**config.mk**
```make
export PLATFORM = sky130hd
export DESIGN_NAME = vga_fetch_ctrl
export DESIGN_NICKNAME = d
export VERILOG_FILES = /design/src/rtl/vga_pkg.sv /design/src/rtl/vga_word_fifo.sv /design/src/rtl/vga_fetch_ctrl.sv
export SDC_FILE = /design/constraint.sdc
export NUM_CORES = 1
export LEC_CHECK = 0
export ABC_AREA = 1
export CAP_MARGIN = 20
export CORE_UTILIZATION = 50
export DETAILED_ROUTE_END_ITERATION = 8
export PLACE_DENSITY = 0.8
export SYNTH_ARGS = -nofsm -noshare
export SYNTH_HDL_FRONTEND = slang
export SYNTH_SLANG_ARGS = --single-unit
```
**constraint.sdc**
```tcl
create_clock -name clk -period 8.2 [get_ports clk]
set_clock_uncertainty 0.05 [all_clocks]
set_input_delay 2.05 -clock clk [delete_from_list [all_inputs] [get_ports clk]]
set_output_delay 2.05 -clock clk [all_outputs]
set_load 0.02 [all_outputs]
```
**src/rtl/vga_pkg.sv**
```systemverilog
// vga_pkg: shared frame geometry, slideshow size and fetch state encoding
package vga_pkg;
  localparam int WORDS_PER_LINE = 20;
  localparam int LINES = 480;
  localparam int WORDS_PER_FRAME = WORDS_PER_LINE * LINES;
  localparam int PICT_NUM = 6;
  typedef enum logic [1:0] {IDLE, RUN, DONE} fetch_state_t;
endpackage

```
**src/rtl/vga_word_fifo.sv**
```systemverilog
// vga_word_fifo: show-ahead pixel-word FIFO with push/pop/flush and occupancy count
// Ports: clk, rst (async, active-high), push_i/data_i write, pop_i read,
//        flush_i empties, data_o head word, count_o occupancy, empty_o
module vga_word_fifo #(
  parameter int DEPTH = 4,
  parameter int W = 32,
  parameter int CW = $clog2(DEPTH) + 1
) (
  input  logic          clk,
  input  logic          rst,
  input  logic          push_i,
  input  logic [W-1:0]  data_i,
  input  logic          pop_i,
  input  logic          flush_i,
  output logic [W-1:0]  data_o,
  output logic [CW-1:0] count_o,
  output logic          empty_o
);
  localparam int AW = $clog2(DEPTH);
  logic [W-1:0] mem_q [DEPTH];
  logic [AW-1:0] rd_q, wr_q;
  logic [CW-1:0] cnt_q;
  assign data_o = mem_q[rd_q];
  assign count_o = cnt_q;
  assign empty_o = cnt_q == '0;
  always_ff @(posedge clk or posedge rst)
    if (rst) begin
      for (int i = 0; i < DEPTH; i++) mem_q[i] <= '0;
      rd_q <= '0;
      wr_q <= '0;
      cnt_q <= '0;
    end else if (flush_i) begin
      rd_q <= '0;
      wr_q <= '0;
      cnt_q <= '0;
    end else begin
      if (push_i) mem_q[wr_q] <= data_i;
      wr_q <= push_i ? wr_q + AW'(1) : wr_q;
      rd_q <= pop_i ? rd_q + AW'(1) : rd_q;
      cnt_q <= cnt_q + CW'(push_i) - CW'(pop_i);
    end
endmodule

```
**src/rtl/vga_fetch_ctrl.sv**
```systemverilog
// vga_fetch_ctrl: prefetches frame-buffer words for the VGA timing generator and rotates pictures
// Ports: frame_start/pict_adv control pulses, word_req/word_data/word_valid to the timing
//        generator, mem_rd_* read port (valid/ready request, in-order data return),
//        pict_idx current picture, underflow sticky flag.
// Option: VGA_FETCH_UNDERFLOW_EN enables underflow detection and the all-ones blank word.
module vga_fetch_ctrl
  import vga_pkg::*;
#(
  parameter int WORDS_PER_LINE = vga_pkg::WORDS_PER_LINE,
  parameter int LINES = vga_pkg::LINES,
  parameter int PICT_NUM = vga_pkg::PICT_NUM,
  parameter int ADDR_W = 16,
  parameter int FIFO_DEPTH = 4
) (
  input  logic              clk,
  input  logic              rst,
  input  logic              frame_start,
  input  logic              pict_adv,
  input  logic              word_req,
  output logic [31:0]       word_data,
  output logic              word_valid,
  output logic              mem_rd_req,
  output logic [ADDR_W-1:0] mem_rd_addr,
  input  logic              mem_rd_gnt,
  input  logic              mem_rd_dv,
  input  logic [31:0]       mem_rd_data,
  output logic [2:0]        pict_idx,
  output logic              underflow
);
  localparam int WPF = WORDS_PER_LINE * LINES;
  localparam int CW = $clog2(FIFO_DEPTH) + 1;
  fetch_state_t state_q, state_d;
  logic [ADDR_W-1:0] ptr_q, ptr_d, base_q, base_d, pbase_q, pbase_d;
  logic [2:0] pidx_q, pidx_d;
  logic [CW-1:0] out_q, out_d, drop_q, drop_d, cnt;
  logic [CW:0] inflight;
  logic grant, push, pop, flush, empty, last_pict;
  logic [31:0] head;
  vga_word_fifo #(.DEPTH(FIFO_DEPTH), .W(32), .CW(CW)) u_fifo (
    .clk(clk), .rst(rst), .push_i(push), .data_i(mem_rd_data), .pop_i(pop),
    .flush_i(flush), .data_o(head), .count_o(cnt), .empty_o(empty)
  );
  // Queued plus in-flight words never exceed the FIFO, so every returning beat has a slot.
  assign inflight = {1'b0, cnt} + {1'b0, out_q};
  assign mem_rd_req = state_q == RUN && inflight < (CW+1)'(FIFO_DEPTH) && ptr_q < ADDR_W'(WPF);
  assign mem_rd_addr = base_q + ptr_q;
  assign grant = mem_rd_req && mem_rd_gnt;
  assign flush = frame_start && (state_q == RUN || out_q != '0);
  assign push = mem_rd_dv && drop_q == '0 && !flush;
  assign pop = word_req && !empty;
  assign word_valid = !empty;
  assign pict_idx = pidx_q;
  assign last_pict = pidx_q == 3'(PICT_NUM - 1);
  always_comb begin
    pidx_d = pict_adv ? (last_pict ? 3'd0 : pidx_q + 3'd1) : pidx_q;
    pbase_d = pict_adv ? (last_pict ? '0 : pbase_q + ADDR_W'(WPF)) : pbase_q;
    out_d = out_q + CW'(grant) - CW'(mem_rd_dv);
    // Every read still in flight at a restart belongs to the old frame.
    drop_d = frame_start ? out_d : (mem_rd_dv && drop_q != '0) ? drop_q - CW'(1) : drop_q;
    ptr_d = frame_start ? '0 : grant ? ptr_q + ADDR_W'(1) : ptr_q;
    base_d = frame_start ? pbase_d : base_q;
    state_d = frame_start ? RUN : (grant && ptr_q == ADDR_W'(WPF - 1)) ? DONE : state_q;
  end
  always_ff @(posedge clk or posedge rst)
    if (rst) begin
      state_q <= IDLE;
      ptr_q <= '0;
      base_q <= '0;
      pbase_q <= '0;
      pidx_q <= '0;
      out_q <= '0;
      drop_q <= '0;
    end else begin
      state_q <= state_d;
      ptr_q <= ptr_d;
      base_q <= base_d;
      pbase_q <= pbase_d;
      pidx_q <= pidx_d;
      out_q <= out_d;
      drop_q <= drop_d;
    end
`ifdef VGA_FETCH_UNDERFLOW_EN
  logic uf_q, blank_q;
  always_ff @(posedge clk or posedge rst)
    if (rst) begin
      uf_q <= 1'b0;
      blank_q <= 1'b0;
    end else begin
      uf_q <= uf_q | (word_req & empty);
      blank_q <= push ? 1'b0 : (blank_q | (word_req & empty));
    end
  assign underflow = uf_q;
  assign word_data = blank_q ? 32'hFFFF_FFFF : head;
`else
  assign underflow = 1'b0;
  assign word_data = head;
`endif
endmodule

```
# == Word-level counts from Yosys, hierarchy flattened ==
# Cells that the tools add are included.
# word_totals
ff_bits,194
latch_bits,0
mem_bits_rw,0
romBits,0
output_inout_bits,54
word_cells,80
mem_count,0
# classes
n_addsub,12
n_mul,0
n_div,0
magnitude_cmp,5
eq_ne,3
n_shift,0
n_mux,20
n_bitwise,3
n_reduce_logical,23
# ops
operator,count
bitwise mux 128 bit,1
2-to-1 mux 32 bit,3
binary-select mux 32 bit (select 2 bit),1
demux 32 bit (select 2 bit),1
2-to-1 mux 16 bit,4
adder 16 x 1 -> 16 bit (second input constant),1
adder 16 x 14 -> 16 bit (second input constant),1
adder 16 bit,1
equality test 16 x 14 -> 1 bit (second input constant),1
less-than comparator 16 x 14 -> 1 bit (second input constant),1
2-to-1 mux 2 bit,6
2-to-1 mux 3 bit,4
logical AND 1 bit,10
nonzero test 2 bit,5
adder 3 x 1 -> 3 bit,2
>= comparator 3 bit (second input constant),2
zero test 3 bit,2
inverter 2 -> 3 bit,2
nonzero test 3 bit,2
subtractor 3 x 1 -> 3 bit,2
adder 2 x 1 -> 2 bit (second input constant),2
adder 3 x 3 -> 4 bit,1
less-than comparator 4 x 3 -> 1 bit (second input constant),1
adder 3 x 1 -> 3 bit (second input constant),1
other kinds (8),9

# == Depth between registers and ports, before layout ==
# logic_depth
word_depth,8
mapped_depth,14

# == By module ==
# Synthesis repeated with hierarchy kept, for this count alone.
# hier_totals
cells_unflattened,1290
hier_area_um2,10093.4
# modules_own_cells
mod,instances,cells_per_inst,area_each_um2
vga_word_fifo,1,736,6122.1
vga_fetch_ctrl,1,554,3971.3

# == Worst setup path before layout ==
# OpenSTA, ideal clock, no wires.
# synth_timing
kind,reg-to-output
start,register ptr_q[0]
end,output mem_rd_addr[8]
t_arrival_ns,1.962
t_required_ns,6.100
setup_slack_ns,4.138
path_stages_with_launch,10
n_path_buf,0
path_cell_list,dfrtp_1 -> ha_1 -> inv_1 -> fa_1 -> inv_1 -> nand3_1 -> nand2_1 -> a21boi_0 -> o21ai_0 -> xor2_1
# synth_between
elab_chain_cells,1
# synth_lines
item,line_no,rtl
from (decl),vga_fetch_ctrl.sv:33,"logic [ADDR_W-1:0] ptr_q, ptr_d, base_q, base_d, pbase_q, pbase_d;"
from (signal assigned),vga_fetch_ctrl.sv:75,ptr_q <= ptr_d;
adder 16 bit,vga_fetch_ctrl.sv:46,assign mem_rd_addr = base_q + ptr_q;
to (decl),vga_fetch_ctrl.sv:23,"output logic [ADDR_W-1:0] mem_rd_addr,"
# No other way between the ends.

# == Worst setup path in the final report ==
# Ends and elaborated chain as after synthesis.

==> out/metrics.csv <==
metric,value,unit
drt first-iter violations,770,
Boundary Pins,93,
"area leader, netlist",dfrtp_1,
DR pass1 iterations,5,
placed wire-length estimate,15.5,mm
PortBufs,91,
Synth cell types,31,
die area,0.0206,mm2
Fin. Hold Viols,0,
synth top area cells,"dfrtp_1 (49%), nand2_1 (15%), o21ai_1 (5.5%)",
power per cell area,332,mW/mm2
final core utilization,0.596,
FP Rows,51,
clock-pin slew on the worst setup and hold paths,0.08,ns
fin cells,1620,
largest net degree at the start of global routing,130,
"Avg Cell Area, Syn",7.74,um2
r2r endpoint,drop_q[2],
r2r startpoint,out_q[2],
"Top cell by count, worst path",inv_1,
area grow syn2layout,16.4,%
Slew @ Worst Pin,1.14,ns
hold path start,u_fifo.mem_q[47],
Core Footprint,0.0195,mm2
worst hold slack,0.429,ns
RSZ-0062 raised after global routing,no,
CTS resizes,0,
remaining global-route overflow,0,
register bit total from synthesis,194,
Bufs on Longest Clock Path,2,
Starting Density,0.512,
Rel. slew slack,0.242,
vias in the first global route,8229,
Nets,1412,
total power,3.87,mW
hold path cells,2,
Worst EP required,6.10,ns
setup_tns,0,ns
WL final,24.8,mm
H-tree Lvls,4,
final setup fails,0,
Setup WS post-layout,2.97,ns
YS warnings,0,
register area share after synthesis,0.485,
drt via density,5.42,
critical path launch point type,flip-flop,
Post-Place Cell Area,0.0110,mm2
post-synth top area share,0.485,
Worst-Skew Late Latency,0.44,ns
CTS sink cnt,194,
CTS tree,done,
CP Class,reg2out,
Crit-path slowest cell,clkdlybuf4s50_1,
post-synth design cell area,0.0100,mm2
"Slew Viols, Final",0,
root buf cell,clkbuf_16,
WL per Instance,15.3,um
DR vias,8774,
result of the run,"finished, final reports clean",
largest fanout on the critical path,5,
dpl cells,1586,
P_leak,6.00,nW
Worst Hold End,u_fifo.mem_q[47],
GP Congestion,0.865,
residual DRC count,0,
r2r worst-path depth,13,
Final ANT Viol Nets,0,
pre-CTS setup slack,3.18,ns
Synth Net Count,1363,
crit-path cells,"ha_1, inv_1, fa_1, inv_1, nand3_1, nand2_1, a21boi_0, o21ai_0, xor2_1, clkdlybuf4s50_1",
Max IR drop VDD,0.000182,V
initial antenna violation count,1,
"Hold-fix buffers, CTS",0,
CTS Buf Count,17,
# Max-Cap Violations,0,
critical path endpoint category,output port,
min Tclk post-route,5.23,ns
Total GRT Usage,0.251,
Max Freq,191,MHz
share of cells above drive strength 1,0.0436,
Chip Height,143,um
reg2reg setup slack,5.32,ns
first-pass GRT wire length,40.7,mm
"slowest stage delay, CP",0.64,ns
Final Cell Area,0.0116,mm2
Die Width,143,um
Mapped Cells,1292,
Post-CTS Setup Bufs,0,
Hold WC Path Type,reg2reg,
final worst-path cycle share,0.638,
critical path arrival,3.13,ns
## cell usage in the layout (no fill, tap or decap)
cell,synthesis,layout
buf_4,3,10
ha_1,29,29
inv_2,4,5
clkinv_4,0,2
nand3_1,46,46
o21ai_1,110,110
inv_1,68,66
o21bai_1,2,2
inv_6,0,2
clkdlybuf4s50_1,0,91
nand4_1,8,8
nor2_2,4,4
or3_1,1,1
o221ai_1,1,1
o21ai_0,104,104
nand2_2,2,2
a21o_1,6,6
inv_12,0,1
clkinvlp_4,0,1
clkinv_1,2,2
nand2_1,412,412
nor2_1,129,129
nor3_1,9,9
diode_2,0,1
dfrtp_1,194,193
dfrtp_2,0,1
conb_1,1,1
inv_8,0,6
or2_2,2,2
a21oi_1,20,20
clkinv_8,0,4
a21boi_0,1,1
clkbuf_16,0,17
xor2_1,19,19
o22ai_1,34,34
nand2_4,1,1
xnor2_1,8,8
fa_1,3,3
buf_16,0,1
## per-layer routing
layer  track usage  up-vias  share of wire
met1         0.338     4192           0.44
met4        0.0941        0          0.017
li1              -     4286              -
met3        0.0430       35          0.059
met2         0.408      261           0.48
met5             0        -              0
## critical path, delay by kind of cell, from the launching register on
kind	cells	cell delay [ns]
buf+inv	3	0.80
fa+ha+maj	2	0.63
flops	1	0.44
compound gates	2	0.41
xor+xnor	1	0.22
simple gates	2	0.19
## cell usage after synthesis
master,instances
xnor2_1,8
a21boi_0,1
o22ai_1,34
or3_1,1
nor2_2,4
nor2_1,129
dfrtp_1,194
xor2_1,19
fa_1,3
inv_2,4
or2_2,2
nor3_1,9
buf_4,3
a21oi_1,20
a21o_1,6
conb_1,1
o21ai_0,104
nand3_1,46
nand2_1,412
nand2_2,2
buf_1,8
ha_1,29
nand2_4,1
clkinv_1,2
nand4_1,8
o221ai_1,1
inv_1,68
o21bai_1,2
o21ai_1,110
clkbuf_1,28
buf_2,33
## sequential cells by signal, summed over array words and instances (netlist names)
name            cells
u_fifo.wr_q         2
u_fifo.count_o      3
state_q             2
u_fifo.rd_q         2
pict_idx            3
base_q             16
drop_q              3
u_fifo.mem_q      128
ptr_q              16
out_q               3
pbase_q            16
## where the power goes
part / leakage (nW) / internal [mW] / total, mW / switching [mW]
combinational: 3.14 / 0.658 / 1.62 / 0.962
clock: 0.292 / 0.416 / 0.840 / 0.425
sequential: 2.57 / 1.24 / 1.41 / 0.173
## final cells by class
cell class / count / area [um2]
Fill cell: 1733 / 7890
Sequential cell: 194 / 4860
Multi-Input combinational cell: 952 / 4550
Timing Repair Buffer: 102 / 1010
Clock buffer: 17 / 425
Tap cell: 265 / 332
Inverter: 74 / 285
Clock inverter: 15 / 180
Antenna cell: 1 / 2.50
## worst max-delay path by stage
stage                         from             end  depth (start not counted)
floorplan                      rst       base_q[0]                          1
finish                    ptr_q[0]  mem_rd_addr[8]                         10
global placement    u_fifo.rd_q[1]   word_data[18]                          4
global route              ptr_q[0]  mem_rd_addr[8]                         10
detailed placement  u_fifo.rd_q[1]   word_data[20]                          4
CTS                 u_fifo.rd_q[1]   word_data[31]                          4
## cells by family (layout without fill, tap and decap cells)
logic type / Yosys count / count (layout) / synth area share
and+or+nand+nor: 614 / 614 / 0.242
AOI/OAI and AO/OA: 278 / 278 / 0.146
DFF: 194 / 194 / 0.485
buffers and inverters: 146 / 208 / 0.0600
adders and majority gates: 32 / 32 / 0.0423
xor gates and xnor gates: 27 / 27 / 0.0236
other: 1 / 2 / 0.000375
Power figures use the tool's default switching activity.
==> RTL change 1 (same flow settings) <==
The parameter `FIFO_DEPTH` goes from 4 to 8.
--- a/src/rtl/vga_fetch_ctrl.sv
+++ b/src/rtl/vga_fetch_ctrl.sv
@@ -11,5 +11,5 @@
   parameter int PICT_NUM = vga_pkg::PICT_NUM,
   parameter int ADDR_W = 16,
-  parameter int FIFO_DEPTH = 4
+  parameter int FIFO_DEPTH = 8
 ) (
   input  logic              clk,
Formal check against the unedited RTL: not equivalent (Yosys sat finds a counterexample within 10 cycles, from zero or initial values and one cycle with rst high).
==> RTL change 1 against the original RTL <==
Global-route usage decreased by 2.1 points. Wire length increased by 49%. Synthesized area increased by 62%. Sequential cell count increased by 133. Clock power increased by 85%. Critical endpoint is now word_data[29]. Largest cell class unchanged. Setup slack got worse by 0.81 ns. Synthesized cell count increased by 49%. Sequential share of layout area increased by 3.0 points. Cell area increased by 57%. Total power increased by 45%.
==> RTL change 1: results (changes against the original RTL) <==
Run status
  • Outcome: completed

Worst hold path
  • Critical hold path startpoint: u_fifo.mem_q[73]$_DFFE_PP0P_
  • Worst Hold End: u_fifo.mem_q[73]$_DFFE_PP0P_

Routing
  • Routed wl met2: 17400 um (+46%)
  • Violation count after the first detailed-route iteration: 1294 (+68%)
  • Post-DR wirelength/cell: 15.3 um (about the same)
  • Vias per cell: 5.45 (+0.61%)
  • First-pass detailed-route iteration total: 7 (+2)
  • Routed length on met3: 2290 um (+56%)
  • Met1 WL: 16700 um (+52%)

Cells and area
  • Count of multi-input gates: 1357 (+43%)
  • Signal buffers: 104 (+2.0%)
  • Combined area of the multi-input logic cells: 6870 sq um (+51%)
  • Final-layout clock-cell area share: 0.0624 (+0.0104)
  • Ant. Diodes: 0 (-1)
  • Number of flip-flops under the largest register name: 256 (+100%)
  • Share of layout cells above drive strength 1: 0.0876 (+0.0440)
  • Number of fillers in the final layout: 2736 (+58%)
  • FF+latch area: 8190 sq um (+69%)
  • Portion of the layout cell area used by non-clock buffers: 0.0582 (-0.0289)

Pwr
  • Static Leak: 8.64 nW (+44%)
  • P_sw: 0.00206 W (+32%)
  • Maximum VDD drop: 0.210 mV (+16%)

Synth
  • Synth top cells by count: 417 x nand2_1, 327 x dfrtp_1, 275 x nor2_1
  • Fraction of the mapped netlist area in compound gates: 0.184 (+0.0381)
  • Count of warnings emitted by yosys: 0 (unchanged)
  • Synth Area in Adders: 0.0299 (-0.0124)
  • Part of the Yosys area used for sequential elements: 0.504 (+0.0183)
  • Register bit total from synthesis: 327 (+69%)
  • Share of synthesized flip-flops with an asynchronous set or reset: 1.00 (unchanged)
  • Net count after synthesis: 2004 (+47%)

Critical path
  • Launch point of the worst reg-to-reg path: out_q[3]$_DFF_PP0_
  • Top fanout value on the critical path: 71 (+66)
  • Master of the slowest instance on the critical path: clkinv_2
  • FF-to-FF End: drop_q[1]$_DFFE_PP0P_
  • Data arrival time at the worst-slack endpoint: 3.94 ns (+0.81 ns)
  • R2r setup slk: 5.31 ns (about the same)

Place
  • Detailed placer's ending HPWL: 22200 um (+43%)
  • Final RePlAce weighted congestion: 0.879 (+1.7%)

Timing
  • Slew HR: 0.316 (+0.0739)

GRT
  • Maximum number of pins on one net before global-route repair: 165 (+27%)
  • Met2 Use GR: 0.373 (-0.0349)
  • Met3 routing resource usage after global routing: 0.0391 (-0.00387)
  • Antenna violations before repair: 0 (-1)
  • GR met1 Demand/Resource: 0.320 (-0.0176)
  • Wire length of the first global-routing pass: 63000 um (+55%)
  • Global-route usage over all layers: 0.230 (-0.0214)
  • Vias in the first global route: 12600 (+54%)

Clocking
  • Insertion delay to the later sink of the worst-skew pair: 0.52 ns (+0.08 ns)
  • Clock transition at the registers of the reported paths: 0.06 ns (-0.02 ns)
  • Total clock buffers created by CTS: 36 (+19)
  • Buffer depth of the longest clock path: 3 (+1)
RTL change 1: changes by cell type after synthesis, sizes merged, moves of 15 or more:
cell,delta
a31oi,+33
buf,+22
clkbuf,+15
dfrtp,+133
inv,+63
nor2,+148
o21ai,+201
RTL change 1: worst max path at each step:
stage                               startpoint               endpoint  cells past startpoint
finish              u_fifo.rd_q[0]$_DFFE_PP0P_          word_data[29]                      7
global route        u_fifo.rd_q[0]$_DFFE_PP0P_          word_data[29]                      7
CTS                 u_fifo.rd_q[0]$_DFFE_PP0P_          word_data[29]                      7
detailed placement  u_fifo.rd_q[0]$_DFFE_PP0P_          word_data[29]                      7
global placement    u_fifo.rd_q[0]$_DFFE_PP0P_          word_data[16]                      7
floorplan                                  rst  base_q[0]$_DFFE_PP0P_                      1
RTL change 1: power groups by stage:
stage / Combinational, W / Clock, W / Sequential, W
CTS: 0.00206 / 0.00158 / 0.00201
global route: 0.00229 / 0.00165 / 0.00205
global placement: 0.00198 / 0 / 0.00203
detailed placement: 0.00204 / 0 / 0.00204
floorplan: 0.00140 / 0 / 0.00199
finish: 0.00206 / 0.00155 / 0.00202
RTL change 1: through the flow:
| stage | worst slack (ns) | instance area [sq um] | hold WS [ns] | util | std cells |
|---|---|---|---|---|---|
| floorplan | 1.74 | 16300 | 0.398 | - | 1928 |
| global placement | 2.83 | 17100 | 0.409 | 0.538 | 2355 |
| detailed placement | 2.72 | 17100 | 0.412 | 0.538 | 2355 |
| CTS | 2.16 | 18300 | 0.426 | 0.574 | 2419 |
| global route | 1.91 | 18300 | 0.441 | 0.576 | 2422 |
| finish | 2.16 | 18300 | 0.424 | 0.576 | 2422 |
==> RTL change 2 (config.mk and constraints unchanged) <==
Without the edit above. The 3 states of `fetch_state_t` get a one-hot encoding in 3 bits.
--- a/src/rtl/vga_pkg.sv
+++ b/src/rtl/vga_pkg.sv
@@ -5,5 +5,5 @@
   localparam int WORDS_PER_FRAME = WORDS_PER_LINE * LINES;
   localparam int PICT_NUM = 6;
-  typedef enum logic [1:0] {IDLE, RUN, DONE} fetch_state_t;
+  typedef enum logic [2:0] {IDLE = 3'b001, RUN = 3'b010, DONE = 3'b100} fetch_state_t;
 endpackage
 
Function: no difference found for any inputs over 4 cycles, from zero or initial values and one cycle with rst high; so few cycles prove little.
==> RTL change 2 against the original RTL <==
Critical path depth decreased by 5. Sequential share of layout area is 0.37 points higher. Combinational power down 2%. Register-to-register slack better by 0.23 ns. Setup slack gained 0.21 ns. Sequential cell count increased by 1. Clock power increased by 3.7%. Total power increased by 0.17%. Final cell count decreased by 4.3%. Synthesized area rose by 0.48%. Wire length shrank 13%. Cell area down 0.33%. Critical path type unchanged. Largest power group unchanged. Highest routed layer unchanged.
==> RTL change 2: results (changes against the original RTL) <==
Run status
  • Outcome: completed

Synth
  • Part of the Yosys area used for sequential elements: 0.486 (about the same)
  • Post-synthesis xor/xnor area fraction: 0.0174 (-0.00621)
  • Synth top cells by count: 318 x nand2_1, 194 x dfrtp_1, 124 x nor2_1
  • Synth Area in Adders: 0.0421 (-0.000200)
  • Register bit total from synthesis: 195 (+0.52%)

Timing
  • Slew HR: 0.312 (+0.0708)
  • Final-layout worst hold slack: 0.434 ns (+0.00479 ns)

Pwr
  • Clock share of power: 0.225 (+0.008)
  • Static Leak: 5.65 nW (-5.9%)
  • P_sw: 0.00148 W (-4.9%)

Cells and area
  • Multi-input combinational area share: 0.373 (-0.0180)
  • Signal inverters: 117 (+58%)
  • Share of layout cells above drive strength 1: 0.0716 (+0.0280)
  • Area added between synthesis and finish: 15.5%
  • Number of nets in the layout: 1343 (-4.9%)
  • Portion of the layout cell area used by non-clock buffers: 0.0835 (-0.00359)
  • Sequential share of cell area: 0.421 (+0.00366)
  • Ant. Diodes: 0 (-1)
  • Number of fillers in the final layout: 1730 (-0.17%)

GRT
  • Vias in the first global route: 7546 (-8.3%)
  • Maximum number of pins on one net before global-route repair: 127 (-2.3%)
  • Wire length of the first global-routing pass: 36100 um (-11%)

Critical path
  • R2r setup slk: 5.55 ns (+0.23 ns)
  • Timing startpoint of the critical path: u_fifo.rd_q[1]$_DFFE_PP0P_
  • Master of the slowest instance on the critical path: dfrtp_1
  • Maximum single-stage delay on the critical path: 1.02 ns (+0.38 ns)

Place
  • Cell area after placement: 10900 sq um (-0.66%)
  • Worst-case setup slack after placement: 3.27 ns (+0.0916 ns)
  • Placed Cells: 1517 (-4.4%)
  • Final RePlAce weighted congestion: 0.858 (-0.72%)

Worst hold path
  • Critical hold path startpoint: u_fifo.mem_q[92]$_DFFE_PP0P_
  • Worst Hold End: u_fifo.mem_q[92]$_DFFE_PP0P_

Routing
  • Vias per cell: 5.25 (-3.0%)
  • Post-DR wirelength/cell: 14.0 um (-8.7%)

Clocking
  • Insertion delay to the later sink of the worst-skew pair: 0.42 ns (-0.02 ns)
==> RTL change 2: cell types whose count changed in the layout (fill, tap and decap cells not counted), moves of 4 or more <==
cell | unedited run | this run
a21o_1 | 6 | 1
buf_4 | 10 | 4
inv_1 | 66 | 112
inv_2 | 5 | 1
nand2_1 | 412 | 318
nand2_8 | 0 | 4
nand3_1 | 46 | 36
nor2_1 | 129 | 124
nor3_1 | 9 | 4
o21ai_0 | 104 | 92
o21ai_1 | 110 | 91
o21ai_2 | 0 | 37
xor2_1 | 19 | 13
==> RTL change 2: layer usage <==
metal | track usage | part of all wire | vias to the layer above
li1 | - | - | 4054
met5 | 0 | 0 | -
met4 | 0.0722 | 0.015 | 0
met2 | 0.371 | 0.49 | 168
met3 | 0.0320 | 0.038 | 25
met1 | 0.295 | 0.45 | 3898
==> RTL change 2: worst min-delay path, stage by stage (launching register included) <==
cell and delay, ns:
dfrtp_1 0.34, nand2_1 0.06, o21ai_2 0.05
